## src/rtl/branch_sequencer_if.sv

```systemverilog
// Branch request bus between decode (master) and branch_sequencer (slave).
interface branch_sequencer_if;
   localparam int unsigned DATA_W = 32;
   localparam int unsigned OFF_W  = 16;
   localparam int unsigned OP_W   = 3;

   logic              br_valid;
   logic              br_ready;
   logic [OP_W-1:0]   br_op;
   logic [DATA_W-1:0] rs;
   logic [DATA_W-1:0] rt;
   logic [OFF_W-1:0]  offset;
   logic [DATA_W-1:0] br_pc;
   logic              br_done;
   logic              br_taken;

   modport master (
      output br_valid, br_op, rs, rt, offset, br_pc,
      input  br_ready, br_done, br_taken
   );

   modport slave (
      input  br_valid, br_op, rs, rt, offset, br_pc,
      output br_ready, br_done, br_taken
   );
endinterface

```

## src/rtl/branch_sequencer.sv

```systemverilog
// Next-PC controller: owns the fetch PC, accepts one branch/jump request at a
// time, resolves it over RUN -> EVAL -> RESOLVE and redirects with a flush
// pulse on a wrong fetch path.
// Optional feature macro: BRANCH_PREDICT_EN enables static backward-taken /
// forward-not-taken prediction with a speculative PC load at accept.
module branch_sequencer #(
   parameter logic [31:0] RESET_PC = 32'h0000_0000
) (
   input  logic               clk,
   input  logic               reset,
   input  logic               fetch_stall,
   branch_sequencer_if.slave  br,
   output logic [31:0]        pc,
   output logic               flush
);
   localparam int unsigned PC_W  = 32;
   localparam int unsigned OFF_W = 16;
   localparam int unsigned OP_W  = 3;

   localparam logic [OP_W-1:0] OP_BEQ  = 3'b000;
   localparam logic [OP_W-1:0] OP_BNE  = 3'b001;
   localparam logic [OP_W-1:0] OP_BLT  = 3'b010;
   localparam logic [OP_W-1:0] OP_BGTE = 3'b011;
   localparam logic [OP_W-1:0] OP_BLTU = 3'b100;
   localparam logic [OP_W-1:0] OP_BGEU = 3'b101;
   localparam logic [OP_W-1:0] OP_J    = 3'b110;

   typedef enum logic [1:0] {RUN, EVAL, RESOLVE} state_t;

   state_t            state;
   logic [OP_W-1:0]   op_q;
   logic [PC_W-1:0]   rs_q;
   logic [PC_W-1:0]   rt_q;
   logic [OFF_W-1:0]  offset_q;
   logic [PC_W-1:0]   br_pc_q;
   logic              pred_q;

   logic              cond_c;
   logic              pred_in_c;
   logic [PC_W-1:0]   pc_seq_c;
   logic [PC_W-1:0]   accept_pc_c;
   logic [PC_W-1:0]   target_c;
   logic [PC_W-1:0]   fall_thru_c;

   // Sequential advance honouring fetch_stall.
   assign pc_seq_c = fetch_stall ? pc : pc + PC_W'(4);

   // Resolution targets from the captured request; arithmetic wraps mod 2^32.
   assign fall_thru_c = br_pc_q + PC_W'(4);
   assign target_c    = fall_thru_c + {{(PC_W-OFF_W-2){offset_q[OFF_W-1]}}, offset_q, 2'b00};

`ifdef BRANCH_PREDICT_EN
   logic [PC_W-1:0] accept_target_c;

   // Backward conditional branches and jumps are predicted taken and fetched speculatively.
   assign accept_target_c = br.br_pc + PC_W'(4)
                          + {{(PC_W-OFF_W-2){br.offset[OFF_W-1]}}, br.offset, 2'b00};
   assign pred_in_c   = (br.br_op == OP_J) || ((br.br_op <= OP_BGEU) && br.offset[OFF_W-1]);
   assign accept_pc_c = pred_in_c ? accept_target_c : pc_seq_c;
`else
   // No prediction: fetch always falls through until resolution.
   assign pred_in_c   = 1'b0;
   assign accept_pc_c = pc_seq_c;
`endif

   // Branch condition on captured operands; reserved op is never taken.
   always_comb begin
      cond_c = 1'b0;
      case (op_q)
         OP_BEQ:  cond_c = (rs_q == rt_q);
         OP_BNE:  cond_c = (rs_q != rt_q);
         OP_BLT:  cond_c = ($signed(rs_q) <  $signed(rt_q));
         OP_BGTE: cond_c = ($signed(rs_q) >= $signed(rt_q));
         OP_BLTU: cond_c = (rs_q <  rt_q);
         OP_BGEU: cond_c = (rs_q >= rt_q);
         OP_J:    cond_c = 1'b1;
         default: cond_c = 1'b0;
      endcase
   end

   // Sequencer FSM with registered PC, handshake and resolution outputs.
   always_ff @(posedge clk or posedge reset) begin
      if (reset) begin
         state       <= RUN;
         pc          <= RESET_PC;
         flush       <= 1'b0;
         br.br_ready <= 1'b1;
         br.br_done  <= 1'b0;
         br.br_taken <= 1'b0;
         op_q        <= '0;
         rs_q        <= '0;
         rt_q        <= '0;
         offset_q    <= '0;
         br_pc_q     <= '0;
         pred_q      <= 1'b0;
      end else begin
         flush       <= 1'b0;
         br.br_done  <= 1'b0;
         br.br_taken <= 1'b0;
         case (state)
            RUN: begin
               if (br.br_valid) begin
                  op_q        <= br.br_op;
                  rs_q        <= br.rs;
                  rt_q        <= br.rt;
                  offset_q    <= br.offset;
                  br_pc_q     <= br.br_pc;
                  pred_q      <= pred_in_c;
                  pc          <= accept_pc_c;
                  br.br_ready <= 1'b0;
                  state       <= EVAL;
               end else begin
                  pc <= pc_seq_c;
               end
            end
            EVAL: begin
               br.br_done  <= 1'b1;
               br.br_taken <= cond_c;
               if (cond_c != pred_q) begin
                  flush <= 1'b1;
                  pc    <= cond_c ? target_c : fall_thru_c;
               end else begin
                  pc <= pc_seq_c;
               end
               state <= RESOLVE;
            end
            RESOLVE: begin
               pc          <= pc_seq_c;
               br.br_ready <= 1'b1;
               state       <= RUN;
            end
            default: begin
               br.br_ready <= 1'b1;
               state       <= RUN;
            end
         endcase
      end
   end
endmodule

```

## src/flat_wrapper.sv

```systemverilog
// flat-port wrapper written by rule: the top's interface ports become plain ports
module branch_sequencer_flat 
#(
   parameter logic [31:0] RESET_PC = 32'h0000_0000
)
  (clk, reset, fetch_stall, pc, flush, br_br_valid, br_br_op, br_rs, br_rt, br_offset, br_br_pc, br_br_ready, br_br_done, br_br_taken);
  branch_sequencer_if br_i ();
  input  logic clk;
  input  logic reset;
  input  logic fetch_stall;
  output logic [31:0] pc;
  output logic flush;
  input wire logic [$bits(br_i.br_valid)-1:0] br_br_valid;
  input wire logic [$bits(br_i.br_op)-1:0] br_br_op;
  input wire logic [$bits(br_i.rs)-1:0] br_rs;
  input wire logic [$bits(br_i.rt)-1:0] br_rt;
  input wire logic [$bits(br_i.offset)-1:0] br_offset;
  input wire logic [$bits(br_i.br_pc)-1:0] br_br_pc;
  output wire logic [$bits(br_i.br_ready)-1:0] br_br_ready;
  output wire logic [$bits(br_i.br_done)-1:0] br_br_done;
  output wire logic [$bits(br_i.br_taken)-1:0] br_br_taken;
  assign br_i.br_valid = br_br_valid;
  assign br_i.br_op = br_br_op;
  assign br_i.rs = br_rs;
  assign br_i.rt = br_rt;
  assign br_i.offset = br_offset;
  assign br_i.br_pc = br_br_pc;
  assign br_br_ready = br_i.br_ready;
  assign br_br_done = br_i.br_done;
  assign br_br_taken = br_i.br_taken;
  branch_sequencer #(.RESET_PC(RESET_PC)) u_core (.clk(clk), .reset(reset), .fetch_stall(fetch_stall), .br(br_i), .pc(pc), .flush(flush));
endmodule
```

## config.mk

```make
export PLATFORM = sky130hd
export DESIGN_NAME = branch_sequencer_flat
export DESIGN_NICKNAME = d
export VERILOG_FILES = /design/src/rtl/branch_sequencer_if.sv /design/src/rtl/branch_sequencer.sv /design/src/flat_wrapper.sv
export SDC_FILE = /design/constraint.sdc
export NUM_CORES = 1
export LEC_CHECK = 0
export CAP_MARGIN = 5
export CORE_ASPECT_RATIO = 1.2
export CORE_UTILIZATION = 46
export CTS_BUF_LIST = sky130_fd_sc_hd__clkbuf_4 sky130_fd_sc_hd__clkbuf_8
export DETAILED_ROUTE_END_ITERATION = 16
export PLACE_DENSITY = 0.8
export SLEW_MARGIN = 30
export SYNTH_ARGS = -nofsm -noshare
export SYNTH_HDL_FRONTEND = slang
export SYNTH_SLANG_ARGS = --single-unit
```

## constraint.sdc

```tcl
create_clock -name clk -period 4.2 [get_ports clk]
set_input_delay 0.42 -clock clk [delete_from_list [all_inputs] [get_ports clk]]
set_output_delay 0.42 -clock clk [all_outputs]
set_load 0.02 [all_outputs]
```

Word-level counts from Yosys, hierarchy flattened
Index checks and enable logic that the tools add are counted.
{"block": "word_totals", "regBits": 153, "inputBits": 119, "out_inout_bits": 36, "word_cells": 48}
{"block": "classes", "n_addsub": 3, "n_lt_le_gt_ge": 4, "n_eq_ne": 11, "muxes": 12, "bitwise": 1, "n_reduce_logical": 6}
{"operator": "32-bit by 3-bit adder with 32-bit output (second input constant)", "count": 2}
{"operator": "32-bit greater-or-equal comparator", "count": 2}
{"operator": "32-bit less-than comparator", "count": 2}
{"operator": "32-bit two-way mux", "count": 2}
{"operator": "32-bit one-hot mux with 2 select lines", "count": 1}
{"operator": "32-bit adder", "count": 1}
{"operator": "32-bit == test", "count": 1}
{"operator": "32-bit != test", "count": 1}
{"operator": "3-bit == test (second input constant)", "count": 3}
{"operator": "1-bit one-hot mux with 7 select lines", "count": 1}
{"operator": "3-bit by 2-bit == test with 1-bit output (second input constant)", "count": 2}
{"operator": "1-bit two-way mux", "count": 5}
{"operator": "2-bit one-hot mux with 2 select lines", "count": 1}
{"operator": "2-bit AND reduction", "count": 2}
{"operator": "3-bit by 1-bit == test with 1-bit output (second input constant)", "count": 1}
{"operator": "3-bit zero test", "count": 1}
{"operator": "2-bit by 1-bit == test with 1-bit output (second input constant)", "count": 1}
{"operator": "2-bit == test (second input constant)", "count": 1}
{"operator": "2-bit zero test", "count": 1}
{"operator": "2-bit two-way mux", "count": 1}
{"operator": "2-bit != test (second input constant)", "count": 1}
{"operator": "1-bit one-hot mux with 2 select lines", "count": 1}
{"operator": "2-bit nonzero test", "count": 1}
{"operator": "2-bit OR reduction", "count": 1}
{"operator": "1-bit inverter", "count": 1}

Depth between registers and ports, before layout
Gate-level depths: netlist of run 1.
{"block": "logic_depth", "word_depth": 4, "ltp_mapped": 15}

Worst setup path after synthesis of run 1
No wires, ideal clock.
{"block": "synth_timing", "kind": "register to register", "from": "reg u_core.br_pc_q[3]", "to": "reg u_core.pc[19]", "arrival_ns": 2.889, "t_required_ns": 4.071, "slack_ns": 1.182, "stages_incl_launch_ff": 14, "n_path_buf": 0, "period_less_slack_ns": 3.018, "path_cell_list": "dfrtp_1 -> ha_1 -> ha_1 -> fa_1 -> a211o_1 -> a21oi_1 -> a211oi_1 -> nor2_1 -> o21ai_0 -> a2111oi_0 -> nor3_1 -> xor2_1 -> nor3_1 -> a211oi_1"}
{"block": "synth_between", "elab_chain_cells": 4}
{"item": "start, declared", "line": "branch_sequencer.sv:35", "source": "logic [PC_W-1:0] br_pc_q;"}
{"item": "start signal, assigned", "line": "branch_sequencer.sv:107", "source": "br_pc_q <= br.br_pc;"}
{"item": "32-bit by 3-bit adder with 32-bit output", "line": "branch_sequencer.sv:49", "source": "assign fall_thru_c = br_pc_q + PC_W'(4);"}
{"item": "32-bit adder", "line": "branch_sequencer.sv:50", "source": "assign target_c = fall_thru_c + {{(PC_W-OFF_W-2){offset_q[OFF_W-1]}}, offset_q, 2'b00};"}
{"item": "32-bit two-way mux", "line": "branch_sequencer.sv:119", "source": "if (cond_c != pred_q) begin"}
{"item": "32-bit one-hot mux with 2 select lines", "line": "branch_sequencer.sv:100", "source": "case (state)"}
{"item": "end signal, assigned", "line": "branch_sequencer.sv:109", "source": "pc <= accept_pc_c;"}
{"item": "end signal, assigned", "line": "branch_sequencer.sv:121", "source": "pc <= cond_c ? target_c : fall_thru_c;"}
{"item": "end signal, assigned", "line": "branch_sequencer.sv:123", "source": "pc <= pc_seq_c;"}
{"item": "end, declared", "line": "branch_sequencer.sv:13", "source": "output logic [31:0] pc,"}
No other way between the ends.
A chain may end at the register's enable or synchronous reset.

Worst setup path after layout of run 1
{"block": "layout_timing", "from": "reg u_core.rs_q[31]", "to": "reg u_core.pc[25]"}
{"block": "layout_between", "elab_chain_cells": 4, "elab_cells_between_ends": 9}
{"item": "start, declared", "line": "branch_sequencer.sv:32", "source": "logic [PC_W-1:0] rs_q;"}
{"item": "start signal, assigned", "line": "branch_sequencer.sv:104", "source": "rs_q <= br.rs;"}
{"item": "32-bit greater-or-equal comparator, or another cell as far along", "line": "branch_sequencer.sv:75", "source": "OP_BGEU: cond_c = (rs_q >= rt_q);"}
{"item": "1-bit one-hot mux with 7 select lines *", "line": "branch_sequencer.sv:69", "source": "case (op_q)"}
{"item": "32-bit two-way mux *", "line": "branch_sequencer.sv:119"}
{"item": "32-bit one-hot mux with 2 select lines *", "line": "branch_sequencer.sv:100"}
Every way passes the cells marked *; elsewhere a longest branch is shown, timed or not.

==> metrics.md, run 1 <==
| Metric | Value |
|---|---|
| Status | finished, final reports clean |
| Crit-path max FO | 19 |
| Max Cap Viol | 0 |
| Top_reg_cell synth | dfrtp_1 |
| Power density cells | 640 nW/um2 |
| Worst EP arrival | 4.07 ns |
| Die area | 20100 um2 |
| Async SR Flop Fraction | 100% |
| Wire length of the first global-routing pass | 34800 um |
| Tot GR Track Use | 22.2% |
| Post-CTS repair timing setup buffer count | 0 |
| Synth cell types | 66 |
| Post-route setup TNS | 0 ns |
| Grt ovf | 0 |
| Post-Syn Instances | 877 |
| Slew margin rel. | 35.3% |
| Hold buffers post-CTS | 0 |
| Layout cells sized above 1 | 14.1% |
| CP required | 4.55 ns |
| Pins Over Slew Limit | 0 |
| Net Count, Synth | 1087 |
| HP Class | flop to flop |
| Clock tree root buffer cell | clkbuf_8 |
| Dpl hpwl | 15200 um |
| CTS sink cnt | 152 |
| RSZ-0062 raised after global routing | no |
| CTS tree | yes |
| Pin count of the biggest net entering global routing | 153 |
| Initial Util | 47.4% |
| Register area share after synthesis | 42.3% |
| Syn_area_per_cell | 10.3 um2 |
| Initial antenna violation count | 1 |
| CTS clk-pin slew, worst paths | 0.09 ns |
| Total CTS buffers | 17 |
| Drt first pass iters | 6 |
| Yosys warns | 0 |
| Antenna Nets Post-Route | 0 |
| Die height | 155 um |
| EDFF count, synth | 0 |
| Comb power frac | 51.0% |
| Via count | 7162 |
| Int Power | 0.00432 W |
| Vias in the first global route | 7301 |
| WL/cell | 16.0 um |
| Clock skew | 0.0105 ns |
| Leak Pwr | 4.95 nW |
| Worst-margin pin slew | 0.971 ns |
| CTS Buffer Depth | 2 |
| CP startpoint kind | flop |
| RePlAce Congestion | 0.864 |
| Clock share of power | 17.6% |
| Finished layout cell area | 11300 um2 |
| Skew-Pair Late Insertion Delay | 0.46 ns |
| Cts repair resizes | 0 |
| Die Width | 130 um |
| Site row count | 55 |
| Sw Share | 40.1% |
| FF+latch count, synth | 152 |
| Final net count | 1236 |
| Fmax | 269 MHz |
| Setup violations, final | 0 |
| Maximum VDD drop | 0.395 mV |
| Layout area overhead | 25.4% |
| Core Footprint | 19000 um2 |
| Mapped cell area | 8990 um2 |
| Seq pwr share | 31.4% |
| DRC viols | 0 |
| Fin crit period | 3.71 ns |
| # port buffers | 154 |
| Area after DPL | 10800 um2 |
| Switching pwr | 0.00290 W |
| Tcrit/Tclk final | 88.4% |
| Num ports | 155 |
| CP Class | flop to flop |
| Hold Vio Cnt, Final | 0 |
| Routed WL | 20800 um |
| Via/cell ratio | 5.53 |
| Crit path capture type | flop |
| DRC marker count from the first detailed-route iteration | 456 |
| H-tree depth | 4 |
-- metrics by stage --
step                util (%)  hold slack, ns  cells  setup slack (ns)  power [W]
global route            59.4           0.495   1295             0.220    0.00780
global placement        57.0           0.471   1263             0.673    0.00584
finish                  59.4           0.496   1296             0.485    0.00722
detailed placement      57.0           0.484   1263             0.563    0.00594
CTS                     59.4           0.489   1295             0.519    0.00725
floorplan                  -           0.460    877              1.18    0.00485
-- final cells by class --
class	instances	area, um2
clock inverters	13	194
multi-input cells	638	4850
clock buffers	19	255
diodes	1	2.50
well taps	256	320
inverters	54	206
flip-flops and latches	152	3800
repair buffers	163	1650
fillers	1647	7710
-- final timing paths --
| path | start | to | slack (ns) | cells after the start |
|---|---|---|---|---|
| worst min-delay path | u_core.br_pc_q[0]$_DFFE_PP0P_ | u_core.pc[0]$_DFFE_PP0P_ | 0.50 | 1 |
| min in group asynchronous | reset | u_core.br_pc_q[2]$_DFFE_PP0P_ | 0.53 | 3 |
| worst max register to register | u_core.rs_q[31]$_DFFE_PP0P_ | u_core.pc[25]$_DFFE_PP0P_ | 0.49 | 11 |
| worst max-delay path | u_core.rs_q[31]$_DFFE_PP0P_ | u_core.pc[25]$_DFFE_PP0P_ | 0.49 | 11 |
| max in group asynchronous | reset | u_core.br_pc_q[30]$_DFFE_PP0P_ | 3.04 | 3 |
| worst min register to register | u_core.br_pc_q[0]$_DFFE_PP0P_ | u_core.pc[0]$_DFFE_PP0P_ | 0.50 | 1 |
-- critical path, cell delays in order, from the launching register on --
cell	delay [ns]
dfrtp_1	0.40
ha_1	0.36
nand4_1	0.19
nor4_2	0.26
nor3b_2	0.31
nand2_1	0.12
and2_0	0.17
a21o_1	0.18
a211oi_1	0.24
a311o_1	0.79
nand2_1	0.23
a221oi_1	0.36
-- registers in the layout, indices dropped and copies added, names as in the netlist, 2 cells and up --
signal / flops
u_core.rs_q: 32
u_core.op_q: 3
u_core.rt_q: 32
u_core.offset_q: 16
u_core.br_pc_q: 32
u_core.state: 2
u_core.pc: 32
-- routing by layer --
metal	global-route usage, %	up-vias	part of all wire (%)
li1	-	3476	-
met1	26.6	3434	41
met2	37.7	207	50
met3	5.43	45	5.7
met4	9.36	0	2.9
met5	0	-	0
-- cells in the mapped netlist (all sizes together), types with 4 or more instances --
cell type	n	share of area [%]
ha	90	13
clkbuf	24	1.0
a211oi	18	1.5
xor2	15	1.5
a211o	8	0.78
a21oi	59	3.3
o21bai	4	0.33
and2	5	0.35
nand3	25	1.4
inv	54	2.3
o21ai	62	3.5
a2111oi	5	0.70
nor2	33	1.4
a21o	19	1.6
dfrtp	151	42
nor4	4	0.35
o211ai	4	0.33
a2111o	4	0.50
mux2	84	11
a31oi	8	0.63
o21a	9	0.75
nor3	16	0.89
a221oi	4	0.46
mux2i	5	0.56
nand2b	8	0.56
xnor2	15	1.5
nand4	12	0.83
buf	9	0.58
nand2	81	3.4
and3	9	0.63
-- kinds of logic (layout without fill, tap and decap cells) --
group	after synthesis	in the layout	synth area share [%]
AOI/OAI and AO/OA	225	225	16.5
xor gates and xnor gates	30	30	2.92
adders and majority gates	91	91	12.7
buffers and inverters	87	249	3.84
DFF	152	152	42.3
muxes	89	89	11.1
other	0	1	0
and+or+nand+nor	203	203	10.6
-- power groups by stage --
stage                     Combinational [W]  Clock (W)  Sequential [W]
after global routing                0.00410    0.00136         0.00234
after CTS                           0.00368    0.00130         0.00227
after floorplan                     0.00247          0         0.00238
after global placement              0.00356          0         0.00228
final                               0.00368    0.00127         0.00227
after detailed placement            0.00364          0         0.00230
-- placed cells by master, fill, tap and decap left out, types with 5 or more instances in the layout --
| master | instances |
|---|---|
| a211o_1 | 8 |
| a211oi_1 | 18 |
| a21o_1 | 19 |
| a21oi_1 | 58 |
| a31oi_1 | 7 |
| and3_1 | 8 |
| buf_4 | 6 |
| clkbuf_8 | 18 |
| clkdlybuf4s50_1 | 154 |
| dfrtp_1 | 151 |
| ha_1 | 90 |
| inv_1 | 52 |
| mux2_2 | 82 |
| mux2i_1 | 5 |
| nand2_1 | 80 |
| nand2b_1 | 8 |
| nand3_1 | 25 |
| nand4_1 | 12 |
| nor2_1 | 33 |
| nor3_1 | 16 |
| o21a_1 | 9 |
| o21ai_0 | 60 |
| xnor2_1 | 15 |
| xor2_1 | 15 |
(Power assumes the default switching activity.)
==> run 2: changes to the inputs <==
PLACE_DENSITY = unset   (was 0.8)
PLACE_DENSITY_LB_ADDON = 0.3   (was unset)
==> metrics.md, run 2 (synthesis gave the netlist of run 1 again) <==
| Metric | Value |
|---|---|
| Final Non-Filler Cells | 1297 (was 1296) |
| Tot GR Track Use | 22.0% (was 22.2%) |
| Core Footprint | 19000 um2 (unchanged) |
| CP Class | flop to flop (unchanged) |
| CTS Buffer Depth | 2 (unchanged) |
| Dpl hpwl | 15200 um (about the same) |
| Final net count | 1238 (was 1236) |
| Pins Over Slew Limit | 0 (unchanged) |
| Post-route setup TNS | 0 ns (unchanged) |
| Inst Count DP | 1265 (was 1263) |
| Hold buffers post-CTS | 0 (unchanged) |
| Status | finished, final reports clean (unchanged) |
| Post-CTS repair timing setup buffer count | 0 (unchanged) |
| Leak Pwr | 4.96 nW (was 4.95 nW) |
| Critical-path cell list | ha_1, nand4_1, nor4_2, nor3b_2, nand2_1, and2_0, a21o_1, a211oi_1, a311o_1, nand2_1, a221oi_1 (unchanged) |
| WHS | 0.396 ns (was 0.496 ns) |
| Setup violations, final | 0 (unchanged) |
| Clock skew | 0.0102 ns (was 0.0105 ns) |
| WL/cell | 15.7 um (was 16.0 um) |
| Crit-path max FO | 19 (unchanged) |
| Hold Vio Cnt, Final | 0 (unchanged) |
| Die area | 20100 um2 (unchanged) |
| Pin count of the biggest net entering global routing | 73 (was 153) |
| HP Class | input port to async pin (was flop to flop) |
| Worst EP arrival | 3.99 ns (was 4.07 ns) |
| CP startpoint kind | flop (unchanged) |
| Maximum VDD drop | 0.233 mV (was 0.395 mV) |
| Routed WL | 20300 um (was 20800 um) |
| # port buffers | 154 (unchanged) |
| Wire length of the first global-routing pass | 34800 um (about the same) |
| Leading cell type in the layout, fill and taps excluded | clkdlybuf4s50_1 (unchanged) |
| Fmax | 276 MHz (was 269 MHz) |
| CTS sink cnt | 152 (unchanged) |
| Fin util | 59.4% (about the same) |
| Crit path capture type | flop (unchanged) |
| H-tree depth | 4 (unchanged) |
| RePlAce Congestion | 0.838 (was 0.864) |
| CTS clk-pin slew, worst paths | 0.09 ns (about the same) |
| Die height | 155 um (unchanged) |
| Clock tree root buffer cell | clkbuf_8 (unchanged) |
| DRC marker count from the first detailed-route iteration | 377 (was 456) |
| Worst-margin pin slew | 0.987 ns (was 0.971 ns) |
| Site row count | 55 (unchanged) |
| Fin crit period | 3.62 ns (was 3.71 ns) |
| Skew-Pair Late Insertion Delay | 0.46 ns (about the same) |
| Initial antenna violation count | 1 (unchanged) |
| Power density cells | 639 nW/um2 (was 640 nW/um2) |
| Via count | 7123 (was 7162) |
| Initial Util | 47.4% (unchanged) |
| DRC viols | 0 (unchanged) |
| Num ports | 155 (unchanged) |
| Tcrit/Tclk final | 86.3% (was 88.4%) |
| Vias in the first global route | 7290 (was 7301) |
| Max Cap Viol | 0 (unchanged) |
| Inserted Diodes | 0 (was 1) |
| CTS tree | yes (unchanged) |
| Antenna Nets Post-Route | 0 (unchanged) |
| Drt first pass iters | 5 (was 6) |
| Cell mode on critical path | nand2_1 (unchanged) |
| Cts repair resizes | 0 (unchanged) |
| Layout cells sized above 1 | 14.2% (was 14.1%) |
| Critical-path cell with the highest stage delay | a311o_1 (unchanged) |
| Layout area overhead | 25.5% (was 25.4%) |
| Total CTS buffers | 17 (unchanged) |
| Die Width | 130 um (unchanged) |
| CP required | 4.56 ns (was 4.55 ns) |
| RSZ-0062 raised after global routing | no (unchanged) |
| Slew margin rel. | 34.2% (was 35.3%) |
| Grt ovf | 0 (unchanged) |
| Commonest non-fill, non-tap cells in the layout | 154 x clkdlybuf4s50_1, 151 x dfrtp_1, 90 x ha_1, 82 x mux2_2, 80 x nand2_1 (unchanged) |
| Crit path largest cell delay | 0.80 ns (was 0.79 ns) |
| Via/cell ratio | 5.49 (was 5.53) |
run 2: cell types whose count changed in the layout (fill, tap and decap cells not counted), sizes merged:
| cell | previous run | this run |
|---|---|---|
| clkinv | 5 | 4 |
| buf | 9 | 11 |
| clkinvlp | 2 | 3 |
| diode | 1 | 0 |
run 2: per-layer routing:
metal | GRT usage, % | vias to the layer above | wire length [um]
met1 | 27.1 | 3428 | 8690
met5 | 0 | - | 11
li1 | - | 3480 | -
met3 | 5.47 | 21 | 1290
met4 | 6.59 | 2 | 268
met2 | 37.7 | 192 | 10100
run 2: power by group:
group          switching [W]  internal (W)  total [W]
combinational        0.00192       0.00173    0.00365
clock               0.000594      0.000687    0.00128
sequential          0.000373       0.00191    0.00228
total                0.00288       0.00432    0.00721
run 2: metrics by stage:
stage               power [W]  cell area, um2  setup WS (ns)
floorplan             0.00485            9000           1.18
global placement      0.00585           10800          0.691
detailed placement    0.00594           10800          0.597
CTS                   0.00725           11300          0.549
global route          0.00780           11300          0.309
finish                0.00721           11300          0.576
run 2: path summary, 6_finish.rpt:
check | startpoint | end | slack (ns) | cells after the start
max in group asynchronous | reset | u_core.pc[30]$_DFFE_PP0P_ | 2.94 | 3
min in group clk | u_core.br.br_ready$_DFFE_PP1P_ | u_core.br.br_ready$_DFFE_PP1P_ | 0.49 | 2
setup reg to reg | u_core.rs_q[31]$_DFFE_PP0P_ | u_core.pc[25]$_DFFE_PP0P_ | 0.58 | 11
setup / recovery | u_core.rs_q[31]$_DFFE_PP0P_ | u_core.pc[25]$_DFFE_PP0P_ | 0.58 | 11
hold reg to reg | u_core.br.br_ready$_DFFE_PP1P_ | u_core.br.br_ready$_DFFE_PP1P_ | 0.49 | 2
hold / removal | reset | u_core.br_pc_q[2]$_DFFE_PP0P_ | 0.40 | 2
run 2: final cells by class:
type	instances	area, um2
Timing Repair Buffer	165	1650
Clock inverter	13	193
Inverter	54	206
Clock buffer	19	262
Multi-Input combinational cell	638	4850
Sequential cell	152	3800
Fill cell	1649	7710
Tap cell	256	320
run 2: worst max-delay path, delay by kind of cell, from the launching register on:
kind | cells | cell delay (ns)
flip-flops | 1 | 0.40
AND/OR/NAND/NOR | 6 | 1.23
adder cells (fa/ha/maj) | 1 | 0.33
AO/OA/AOI/OAI | 4 | 1.56
